$ cat config.mk
export PLATFORM = sky130hd
export DESIGN_NAME = framebuffer_write
export DESIGN_NICKNAME = d
export VERILOG_FILES = /design/src/rtl/framebuffer_write_pkg.sv /design/src/rtl/fb_write_fifo.sv /design/src/rtl/framebuffer_write.sv
export SDC_FILE = /design/constraint.sdc
export NUM_CORES = 1
export LEC_CHECK = 0
export ABC_AREA = 1
export CAP_MARGIN = 20
export CORE_ASPECT_RATIO = 1.1
export CORE_MARGIN = 5
export CORE_UTILIZATION = 59
export CTS_CLUSTER_DIAMETER = 150
export DETAILED_ROUTE_END_ITERATION = 7
export GPL_TIMING_DRIVEN = 0
export PLACE_DENSITY_LB_ADDON = 0.25
export RECOVER_POWER = 50
export SYNTH_ARGS = -nofsm -noshare
export SYNTH_HDL_FRONTEND = slang
export SYNTH_SLANG_ARGS = --single-unit
export TNS_END_PERCENT = 30
$ cat constraint.sdc
create_clock -name clock -period 5.95 [get_ports clock]
set_input_delay 0.8925 -clock clock [delete_from_list [all_inputs] [get_ports clock]]
set_output_delay 0.8925 -clock clock [all_outputs]
set_load 0.03 [all_outputs]
$ cat src/rtl/framebuffer_write_pkg.sv
// Shared framebuffer constants and master FSM encoding.
// Used by both the framebuffer writer and reader.
package framebuffer_write_pkg;

    localparam logic [28:0] FB_BASE_ADDRESS = 29'h0700_0000;
    localparam int          FB_FRAME_WORDS  = 153600;
    localparam logic [7:0]  FB_BURSTCOUNT   = 8'h01;
    localparam logic [7:0]  FB_BYTEENABLE   = 8'hFF;

    typedef enum logic {
        FB_IDLE = 1'b0,
        FB_WAIT = 1'b1
    } fb_state_e;

endpackage

$ cat src/rtl/fb_write_fifo.sv
// Packed-word FIFO between the pixel packer and the Avalon master.
// Push and pop may coincide at any fill level; flush empties it.
module fb_write_fifo #(
    parameter int DEPTH = 8
) (
    input  logic        clock,
    input  logic        reset,
    input  logic        flush,
    input  logic        push,
    input  logic [63:0] push_data,
    input  logic        pop,
    output logic [63:0] head,
    output logic        full,
    output logic        empty
);

    localparam int AW = (DEPTH > 1) ? $clog2(DEPTH) : 1;

    logic [63:0] mem_q [DEPTH];
    logic [AW-1:0] rd_q, rd_d;
    logic [AW-1:0] wr_q, wr_d;
    logic [AW:0]   count_q, count_d;
    logic do_push;
    logic do_pop;

    assign full    = (count_q == (AW+1)'(DEPTH));
    assign empty   = (count_q == '0);
    assign do_pop  = pop && !empty;
    assign do_push = push && (!full || do_pop);
    assign head    = mem_q[rd_q];

    // Pointer and occupancy next-state.
    always_comb begin
        rd_d    = rd_q;
        wr_d    = wr_q;
        count_d = count_q;
        if (flush) begin
            rd_d    = '0;
            wr_d    = '0;
            count_d = '0;
        end else begin
            if (do_push) wr_d = wr_q + AW'(1);
            if (do_pop)  rd_d = rd_q + AW'(1);
            count_d = count_q + (AW+1)'(do_push)
                              - (AW+1)'(do_pop);
        end
    end

    // Pointer and occupancy registers.
    always_ff @(posedge clock or posedge reset) begin
        if (reset) begin
            rd_q    <= '0;
            wr_q    <= '0;
            count_q <= '0;
        end else begin
            rd_q    <= rd_d;
            wr_q    <= wr_d;
            count_q <= count_d;
        end
    end

    // Storage array; contents need no reset.
    always_ff @(posedge clock) begin
        if (do_push) mem_q[wr_q] <= push_data;
    end

endmodule

$ cat src/rtl/framebuffer_write.sv
// Packs 32-bit pixels in pairs and writes them to the
// framebuffer as single-word Avalon-MM writes.
module framebuffer_write
    import framebuffer_write_pkg::*;
#(
    parameter logic [28:0] BASE_ADDRESS = FB_BASE_ADDRESS,
    parameter int          FRAME_WORDS  = FB_FRAME_WORDS,
    parameter int          FIFO_DEPTH   = 8
) (
    input  logic        clock,
    input  logic        reset,
    input  logic [31:0] pixel_data,
    input  logic        pixel_valid,
    output logic        pixel_ready,
    input  logic        frame_start,
    output logic [28:0] address,
    output logic [7:0]  burstcount,
    output logic [7:0]  byteenable,
    output logic [63:0] writedata,
    output logic        write,
    output logic        read,
    input  logic        waitrequest,
    output logic        frame_done,
    output logic        busy
);

    localparam int OW = (FRAME_WORDS > 1) ? $clog2(FRAME_WORDS) : 1;
    localparam logic [OW-1:0] LAST = OW'(FRAME_WORDS - 1);

    fb_state_e     state_q, state_d;
    logic [OW-1:0] offset_q, offset_d;
    logic          restart_q, restart_d;
    logic          half_q, half_d;
    logic [31:0]   low_q, low_d;
    logic          write_q, write_d;
    logic [28:0]   address_q, address_d;
    logic [63:0]   data_q, data_d;
    logic          done_q, done_d;

    logic          accept;
    logic          push;
    logic          pop;
    logic [63:0]   head;
    logic          fifo_full;
    logic          fifo_empty;

    assign pixel_ready = !fifo_full && !reset;
    assign accept      = pixel_valid && pixel_ready;

    fb_write_fifo #(
        .DEPTH     (FIFO_DEPTH)
    ) u_fifo (
        .clock     (clock),
        .reset     (reset),
        .flush     (frame_start),
        .push      (push),
        .push_data ({pixel_data, low_q}),
        .pop       (pop),
        .head      (head),
        .full      (fifo_full),
        .empty     (fifo_empty)
    );

    // Pixel packer: low half first, push on the second pixel.
    always_comb begin
        half_d = half_q;
        low_d  = low_q;
        push   = 1'b0;
        if (frame_start) begin
            half_d = accept;
            if (accept) low_d = pixel_data;
        end else if (accept) begin
            if (half_q) begin
                push   = 1'b1;
                half_d = 1'b0;
            end else begin
                low_d  = pixel_data;
                half_d = 1'b1;
            end
        end
    end

    // Avalon master: launch from IDLE, hold in WAIT until accepted.
    always_comb begin
        state_d   = state_q;
        offset_d  = offset_q;
        restart_d = restart_q;
        write_d   = write_q;
        address_d = address_q;
        data_d    = data_q;
        done_d    = 1'b0;
        pop       = 1'b0;
        case (state_q)
            FB_IDLE: begin
                if (frame_start) begin
                    offset_d = '0;
                end else if (!fifo_empty) begin
                    pop       = 1'b1;
                    write_d   = 1'b1;
                    address_d = BASE_ADDRESS + 29'(offset_q);
                    data_d    = head;
                    state_d   = FB_WAIT;
                end
            end
            FB_WAIT: begin
                if (frame_start) restart_d = 1'b1;
                if (!waitrequest) begin
                    write_d   = 1'b0;
                    address_d = '0;
                    data_d    = '0;
                    done_d    = (offset_q == LAST);
                    restart_d = 1'b0;
                    state_d   = FB_IDLE;
                    if (restart_q || frame_start || offset_q == LAST)
                        offset_d = '0;
                    else
                        offset_d = offset_q + OW'(1);
                end
            end
            default: state_d = FB_IDLE;
        endcase
    end

    // State registers; reset drops any write in progress.
    always_ff @(posedge clock or posedge reset) begin
        if (reset) begin
            state_q   <= FB_IDLE;
            offset_q  <= '0;
            restart_q <= 1'b0;
            half_q    <= 1'b0;
            low_q     <= '0;
            write_q   <= 1'b0;
            address_q <= '0;
            data_q    <= '0;
            done_q    <= 1'b0;
        end else begin
            state_q   <= state_d;
            offset_q  <= offset_d;
            restart_q <= restart_d;
            half_q    <= half_d;
            low_q     <= low_d;
            write_q   <= write_d;
            address_q <= address_d;
            data_q    <= data_d;
            done_q    <= done_d;
        end
    end

    assign address    = address_q;
    assign writedata  = data_q;
    assign write      = write_q;
    assign burstcount = FB_BURSTCOUNT;
    assign byteenable = FB_BYTEENABLE;
    assign read       = 1'b0;
    assign frame_done = done_q;
    assign busy       = !fifo_empty || half_q || write_q;

endmodule

Word level (Yosys, flattened, before mapping)
Memory sizes are Yosys's and may differ from the RTL's. Cells that the tools add are included. W data, S select, Z words.

Add/subtract/negate cells: 6. Multipliers: 0. Divide/modulo/power cells: 0. Magnitude comparators: 0. Eq/ne operators: 8. Shifts and indexed selects: 0. Multiplexer cells: 42. Bitwise operators: 1. Reduce and logical (&&, ||, !) cells: 20.

Operator list (count): $mux W64 (3); $mux W32 (4); $pmux W64 S2 (1); $mux W29 (3); $pmux W29 S2 (1); $mux W18 (3); $pmux W18 S2 (1); $add A27 B18 Y28 const A (1); $mux W1 (19); $add A18 B1 Y18 const B (1); $eq A18 B18 Y1 const B (1); $mux W3 (4); $ne A2 B2 Y1 const B (6); $add A3 B1 Y3 const B (2); $reduce_and A2 Y1 (3); $reduce_bool A2 Y1 (3); $logic_or A1 B1 Y1 (5); $add A4 B1 Y4 (1); $eq A4 B4 Y1 const B (1); $logic_and A1 B1 Y1 (4); $logic_not A4 Y1 (1); $mux W4 (1); $pmux W1 S2 (2); $sub A4 B1 Y4 (1); 3 further kinds (5).

Register bits: 158. Bits in latches: 0. Memory bits (writable): 512. Bits in read-only memories: 0. Input port bits: 37. Output and inout port bits: 114. Word-level logic and storage cells: 90. Memories kept: 1.

Memories: u_fifo.mem_q (depth 8, width 64, read ports 1, clocked after Yosys merged registers in 0, write ports 1, RTL line fb_write_fifo.sv:19) `logic [63:0] mem_q [DEPTH];`.

Depth between registers and ports, before layout
Gate-level depths: netlist of the first run.

Word-level depth: 10. Gate-level depth with buffers: 12. Mapped depth without buffers: 11.

By module
Synthesis of the first run repeated with hierarchy kept, for this count alone.

Cell total of the unflattened synthesis: 2274. Area, all modules: 26479.1 µm².

Modules (own cells, without submodules): fb_write_fifo (times used 1, cells each 1653, area an instance 20606.0 µm², seq. area each 15625.0 µm²); framebuffer_write (times used 1, cells each 621, area an instance 5873.1 µm², seq. area each 3428.3 µm²).

Least setup slack after synthesis of the first run
No wires, ideal clock.

Kind: input to register. Start point: input port reset. End point: memory u_fifo.mem_q[0][0], enable pin. Setup time: 0.486 ns. Data arrival time: 4.441 ns. Data required time: 5.464 ns. Slack: 1.023 ns. Cell stages on the path: 5. Path buffers: 0. Path through: a31oi_2 -> nand3_1 -> inv_1 -> nand2_1 -> nor2_1.

Word-level cells in the longest chain between the ends: 8.

Ends and longest elaborated chain: start: declaration (RTL line framebuffer_write.sv:11) `input logic reset,`; $logic_not A1 Y1 (no source line); $logic_and A1 B1 Y1 (RTL line framebuffer_write.sv:47) `assign pixel_ready = !fifo_full && !reset;`; $logic_and A1 B1 Y1 (RTL line framebuffer_write.sv:48) `assign accept = pixel_valid && pixel_ready;`; $mux W1 (RTL line framebuffer_write.sv:72) `end else if (accept) begin`; $mux W1 (RTL line framebuffer_write.sv:69) `if (frame_start) begin`; $logic_and A1 B1 Y1 (RTL line fb_write_fifo.sv:29) `assign do_push = push && (!full || do_pop);`; $mux W1 (RTL line fb_write_fifo.sv:64) `if (do_push) mem_q[wr_q] <= push_data;`; $mux W1 (implied by the code) (RTL line fb_write_fifo.sv:64); end: declaration (RTL line fb_write_fifo.sv:19).

No other way between the ends.

==> impl_results.md, run 1 <==
* GRT Overall Usage at 0.276
* Post-CTS Setup Inserts at 0
* Placeable Area at 43400 µm²
* Failing checks: max-capacitance violations, max-slew violations
* Largest net degree at the start of global routing at 83
* Register area share after synthesis at 0.733
* Share of post-route cells with drive strength above 1 at 0.0779
* Primary FF master, synth: edfxtp_1
* Via count at 17792
* Synth top area share at 0.592
* Fin crit period at 3550 ps
* Hold Violations, Final at 0
* Post-synth EDFFs at 512
* H-Tree Depth at 2
* Final setup fails at 0
* Gpl congestion at 0.862
* Crit-path cells: dlygate4sd3_1 -> clkinvlp_2
* Largest area contributor in the netlist: edfxtp_1
* YS warnings at 0
* Vias in the first global route at 17887
* Leakage dissipation at 0.0112 µW
* Pre-antenna DRT Iters at 6
* Final Cycle Share at 0.597
* CP max-delay cell: clkinvlp_2
* Area delta synth->final at 16.9%
* Die Area at 48400 µm²
* Die Width at 210 µm
* Routed wire length at 67100 µm
* PD cells at 450 nW/µm²
* CTS tree: built
* Skew-Pair Late Insertion Delay at 620 ps
* Placed Cells incl. Taps at 2876
* First-pass GRT wire length at 103000 µm
* Worst path max stage delay at 2130 ps
* Clk buf depth at 3
* Clock root cell: clkbuf_16
* WP data arrival at 3630 ps
* Crit end category: async pin
* Setup Skew at 15.7 ps
* Post-synth design cell area at 26000 µm²
* Finished Layout Cells at 2988
* Slew @ Worst Pin at 3760 ps
* Total power draw at 13700 µW
* Slew margin rel. at -1.52
* Synth top cells by count: 512 x edfxtp_1, 436 x nor2_1, 327 x nand2_1, 227 x o21ai_0, 147 x dfrtp_1
* Initial DRC Count at 2137
* Total CTS buffers at 60
* Boundary Pins at 151
* Routed Antenna Nets at 0
* RSZ-0062 raised after global routing: false
* Drc violations at 0
* Hold WC Path Type: flip-flop to flip-flop
* Distinct cells, synth at 32
* Worst setup SP type: primary input
* Placed wire-length estimate at 44000 µm
* Critical path type: primary input to async pin
* WP data required at 6030 ps
* Min Hold Slack at 473 ps
* Wire per inst at 22.5 µm
* Top cells by area, synth: edfxtp_1 59%, dfrtp_1 14%, nor2_1 6.3%, nand2_1 4.7%, o21ai_0 4.4%
* Top-count cell post-synth: edfxtp_1
* Reg clk slew, reported paths at 60 ps
* # diodes at 0
* Crit Path Max Fanout at 82
* Max cap viols at 1
* Peak supply drop at 0.311 mV
* Via/cell ratio at 5.95
* Async SR Flop Fraction at 0.223
* Cts hold-fix bufs at 0
* Grt total ovfl at 0
* DIE HEIGHT at 230 µm
* FMAX at 0.281 GHz
* Max-slew violation count at 82
* Starting density of the core at 0.598
* WP buf/inv at 2
* Top Family by Delay on Critical Path: buffers and inverters
* Core Rows at 80
* Nets at 2411
* Synth Area per Inst at 12.2 µm²
* CTS resizes at 0
* Initial antenna violation count at 1
* Status: finished with violations
* CTS sink count at 659
* Seq cells post-synth at 659
* I/O Buffers at 124
* Cells after Synth at 2138
-- kinds of logic after synthesis --
| logic type | Yosys count | share of synthesized area |
|---|---|---|
| AOI/OAI and AO/OA | 412 | 0.0921 |
| xor gates and xnor gates | 11 | 0.00371 |
| adders and majority gates | 10 | 0.00510 |
| buffers and inverters | 190 | 0.0369 |
| DFF | 659 | 0.733 |
| other | 2 | 0.000289 |
| and+or+nand+nor | 854 | 0.129 |
-- metrics by stage --
step | setup WS (ps) | area (µm²) | TNS, ps | utilization
after floorplan | 1020 | 26100 | 0 | -
after global placement | -1370 | 28000 | -818930 | 0.645
after detailed placement | 2000 | 28500 | 0 | 0.656
after CTS | 2630 | 30400 | 0 | 0.700
after global routing | 1570 | 30400 | 0 | 0.700
final | 2400 | 30400 | 0 | 0.700
-- final timing paths --
path,startpoint,end,slack (ps),depth (start not counted)
setup / recovery,reset,writedata[31],2400,2
hold / removal,address[1],address[1],470,2
setup reg to reg,u_fifo.count_q[2],u_fifo.count_q[1],2700,11
hold reg to reg,address[1],address[1],470,2
max in group clock,reset,u_fifo.mem_q[2][31],2490,8
min in group asynchronous,reset,u_fifo.count_q[1],1880,2
-- tightest hold or removal path, delay by kind of cell, from the launching register on --
kind / cells / cell delay (ps)
and+or+nand+nor: 2 / 100
DFF: 1 / 340
-- flip-flops by register name, summed over array words and instances (netlist names) --
register and count:
u_fifo.mem_q 512, writedata 64, low_q 32, address 19, offset_q 18, u_fifo.count_q 4, u_fifo.rd_q 3, u_fifo.wr_q 3
frame_done 1, half_q 1, restart_q 1, state_q 1
-- layer usage --
| layer | vias up | track usage | part of all wire |
|---|---|---|---|
| met4 | 0 | 0.114 | 0.040 |
| met1 | 8724 | 0.376 | 0.39 |
| met3 | 168 | 0.0461 | 0.089 |
| met5 | - | 0 | 0 |
| li1 | 7916 | - | - |
| met2 | 984 | 0.449 | 0.49 |
-- power by group --
| part | leakage [µW] | total [µW] | internal [µW] | switching [µW] |
|---|---|---|---|---|
| combinational | 0.00366 | 3880 | 1240 | 2640 |
| sequential | 0.00655 | 5980 | 5540 | 436 |
| clock | 0.000956 | 3820 | 2180 | 1640 |
-- cell usage in the layout, fill, tap and decap left out, drive strengths merged --
cell and n:
buf 101, dlygate4sd3 34, xor2 8, a21oi 6
edfxtp 512, ha 9, fa 1, clkbuf 156
o21ai 275, nor3 4, inv 40, conb 25
o22ai 1, bufinv 4, nand3 81, clkdlybuf4s50 90
nor3b 1, clkinvlp 1, a21o 1, nand4 2
nor2 437, nand2 328, o211ai 128, nand3b 1
xnor2 3, clkinv 17, a31oi 1, dfrtp 147
-- cell type report --
cell class                 count  area (µm²)
sequential                   659       19100
fill                        2983       13100
multi-input combinational   1312        6110
clock buffer                  91        1740
timing repair buffer         141        1620
buffer                       149         797
tap                          574         718
clock inverter                21         201
inverter                      41         155
No activity file was read; power rests on OpenSTA's default activity.
==> run 2: changes to the inputs <==
- clock period: 5.95 -> 3.4 ns (I/O delays scaled with it)
==> run 2 against run 1 <==
  * The run still ends with max-capacitance violations, max-slew violations left
  * Die area stayed put
  * Sequential power is 76% higher
  * Via count is 0.18% lower
  * Clock skew is 5.2 ps higher
  * Global-route usage is 0.15 points lower
  * Power is 80% higher
  * Final cell count is 0.30% higher
  * Largest power group unchanged
  * Highest routed layer unchanged
==> impl_results.md, run 2 (synthesized netlist as in run 1, its figures left out) <==
* GRT Overall Usage at 0.275 (-0.00151)
* Min Hold Slack at 214 ps (-259 ps)
* Most common cell after layout, fill and taps aside: edfxtp_1
* Critical path type: flip-flop to output pin
* Filler instances at 2893 (-3.0%)
* I/O Buffers at 124 (unchanged)
* Placeable Area at 43400 µm² (unchanged)
* Failing checks: max-capacitance violations, max-slew violations
* Most frequent cells in the layout: 512 x edfxtp_1, 429 x nor2_1, 328 x nand2_1
* H-Tree Depth at 2 (unchanged)
* Aggregate negative setup slack at 0 ps (unchanged)
* Worst Setup SP: u_fifo.count_q[2]
* WP data arrival at 2540 ps (-1090 ps)
* Leakage dissipation at 0.0113 µW (+1.3%)
* Worst setup SP type: flip-flop
* Drc violations at 0 (unchanged)
* Max-slew violation count at 27 (-67%)
* Wire per inst at 22.4 µm (-0.45%)
* Largest net degree at the start of global routing at 42 (-49%)
* Area delta synth->final at 18.1%
* CTS tree: built
* Grt total ovfl at 0 (unchanged)
* WP data required at 2890 ps (-3140 ps)
* Pre-antenna DRT Iters at 8 (+2)
* Via count at 17760 (-0.18%)
* Fin util at 0.707 (+0.00697)
* Placed wire-length estimate at 44000 µm (about the same)
* DIE HEIGHT at 230 µm (unchanged)
* Share of post-route cells with drive strength above 1 at 0.0851 (+0.00717)
* Via/cell ratio at 5.93 (-0.48%)
* Fin crit period at 3050 ps
* Register name with the most flops: u_fifo.mem_q
* Core Rows at 80 (unchanged)
* FMAX at 0.327 GHz
* Hold WC Path Type: primary input to flip-flop
* Reg clk slew, reported paths at 60 ps (about the same)
* Boundary Pins at 151 (unchanged)
* Starting density of the core at 0.598 (unchanged)
* Gpl congestion at 0.891 (+3.4%)
* Routed Antenna Nets at 0 (unchanged)
* Clk buf depth at 3 (unchanged)
* Final setup fails at 0 (unchanged)
* Dpl ws at 89.1 ps (-1910 ps)
* Hold Violations, Final at 0 (unchanged)
* First-pass GRT wire length at 103000 µm (-0.52%)
* Skew-Pair Late Insertion Delay at 630 ps (about the same)
* Reg2reg start: u_fifo.count_q[2]
* Vias in the first global route at 17767 (-0.67%)
* Nets at 2417 (+0.25%)
* Crit-path cells: inv_1 -> ha_1 -> nor3b_1 -> nand3_1 -> clkdlybuf4s50_1
* Crit end category: output pin
* Status: finished with violations
* Slew margin rel. at -0.264 (+1.25)
* Final Cycle Share at 0.898
* Setup Skew at 20.9 ps (+5.20 ps)
* Routed wire length at 67000 µm (-0.15%)
* CP max-delay cell: clkdlybuf4s50_1
* Clock root cell: clkbuf_16
* Worst hold start: frame_start
* CTS resizes at 0 (unchanged)
* Finished Layout Cells at 2997 (+0.30%)
* Post-CTS Setup Inserts at 0 (unchanged)
* Final critical-path setup slack at 345 ps (-2050 ps)
* Die Width at 210 µm (unchanged)
* Crit Path Max Fanout at 3 (-96%)
* Cts hold-fix bufs at 0 (unchanged)
* Initial DRC Count at 2516 (+18%)
* Worst path max stage delay at 630 ps (-1500 ps)
* PD cells at 801 nW/µm² (+78%)
* Die Area at 48400 µm² (unchanged)
* Placed Cells incl. Taps at 2880 (+0.14%)
* Total CTS buffers at 60 (unchanged)
* Initial antenna violation count at 1 (unchanged)
* CTS sink count at 659 (unchanged)
* Slew @ Worst Pin at 1900 ps (-1860 ps)
* Peak supply drop at 0.575 mV (+85%)
* Max cap viols at 1 (unchanged)
* Max reg flops at 512 (unchanged)
* RSZ-0062 raised after global routing: false
==> run 2: cell types whose count changed in the layout (fill, tap and decap cells not counted), sizes merged, moves of 2 or more <==
cell	previous run	this run
clkinvlp	1	3
bufinv	4	12
buf	101	106
clkinv	17	19
clkbuf	156	145
inv	40	42
==> run 2: where the power goes <==
| part | leakage (µW) | switching (µW) | internal (µW) | total (µW) |
|---|---|---|---|---|
| clock | 0.00106 | 2950 | 4370 | 7320 |
| combinational | 0.00370 | 4610 | 2190 | 6800 |
| sequential | 0.00655 | 769 | 9700 | 10500 |
| total | 0.0113 | 8330 | 16300 | 24600 |
==> run 2: cell type report <==
| class | instances | area [µm²] | share of cell area |
|---|---|---|---|
| tap | 574 | 718 | 0.0234 |
| clock buffer | 79 | 1670 | 0.0545 |
| antenna | 1 | 2.50 | 0.0000815 |
| clock inverter | 35 | 485 | 0.0158 |
| timing repair buffer | 147 | 1700 | 0.0553 |
| multi-input combinational | 1312 | 6110 | 0.199 |
| buffer | 149 | 800 | 0.0260 |
| inverter | 41 | 155 | 0.00506 |
| sequential | 659 | 19100 | 0.621 |
==> run 2: path summary, 6_finish.rpt <==
check | endpoint | slack (ps) | cells after the start
max | busy | 350 | 5
min | u_fifo.count_q[1] | 210 | 2
max reg2reg | u_fifo.mem_q[1][48] | 380 | 8
min reg2reg | address[1] | 470 | 2
max in group asynchronous | low_q[12] | 800 | 3
min in group asynchronous | u_fifo.count_q[1] | 440 | 2
==> run 2: routing by layer <==
metal | vias to the layer above | share of wire | track usage
met2 | 1049 | 0.48 | 0.451
met1 | 8632 | 0.39 | 0.378
li1 | 7931 | - | -
met4 | 0 | 0.035 | 0.103
met3 | 148 | 0.095 | 0.0413
met5 | - | 0 | 0
==> run 2: worst max-delay path, delay by kind of cell (launching register included) <==
family                     cells  cell delay, ps
adders and majority gates      1             170
buffers and inverters          2             750
and+or+nand+nor                2             630
DFF                            1             370
==> run 2: stage by stage <==
| stage | cell area (µm²) | power (µW) |
|---|---|---|
| global route | 30700 | 25700 |
| detailed placement | 28600 | 17400 |
| global placement | 28100 | 17100 |
| finish | 30700 | 24600 |
| CTS | 30700 | 24600 |
| floorplan | 26100 | 14500 |
==> run 3: changes to the inputs <==
- HOLD_SLACK_MARGIN: unset -> 0.08
==> results of run 3 <==
The final DEF is identical to that of run 2; final timing and power are the same.
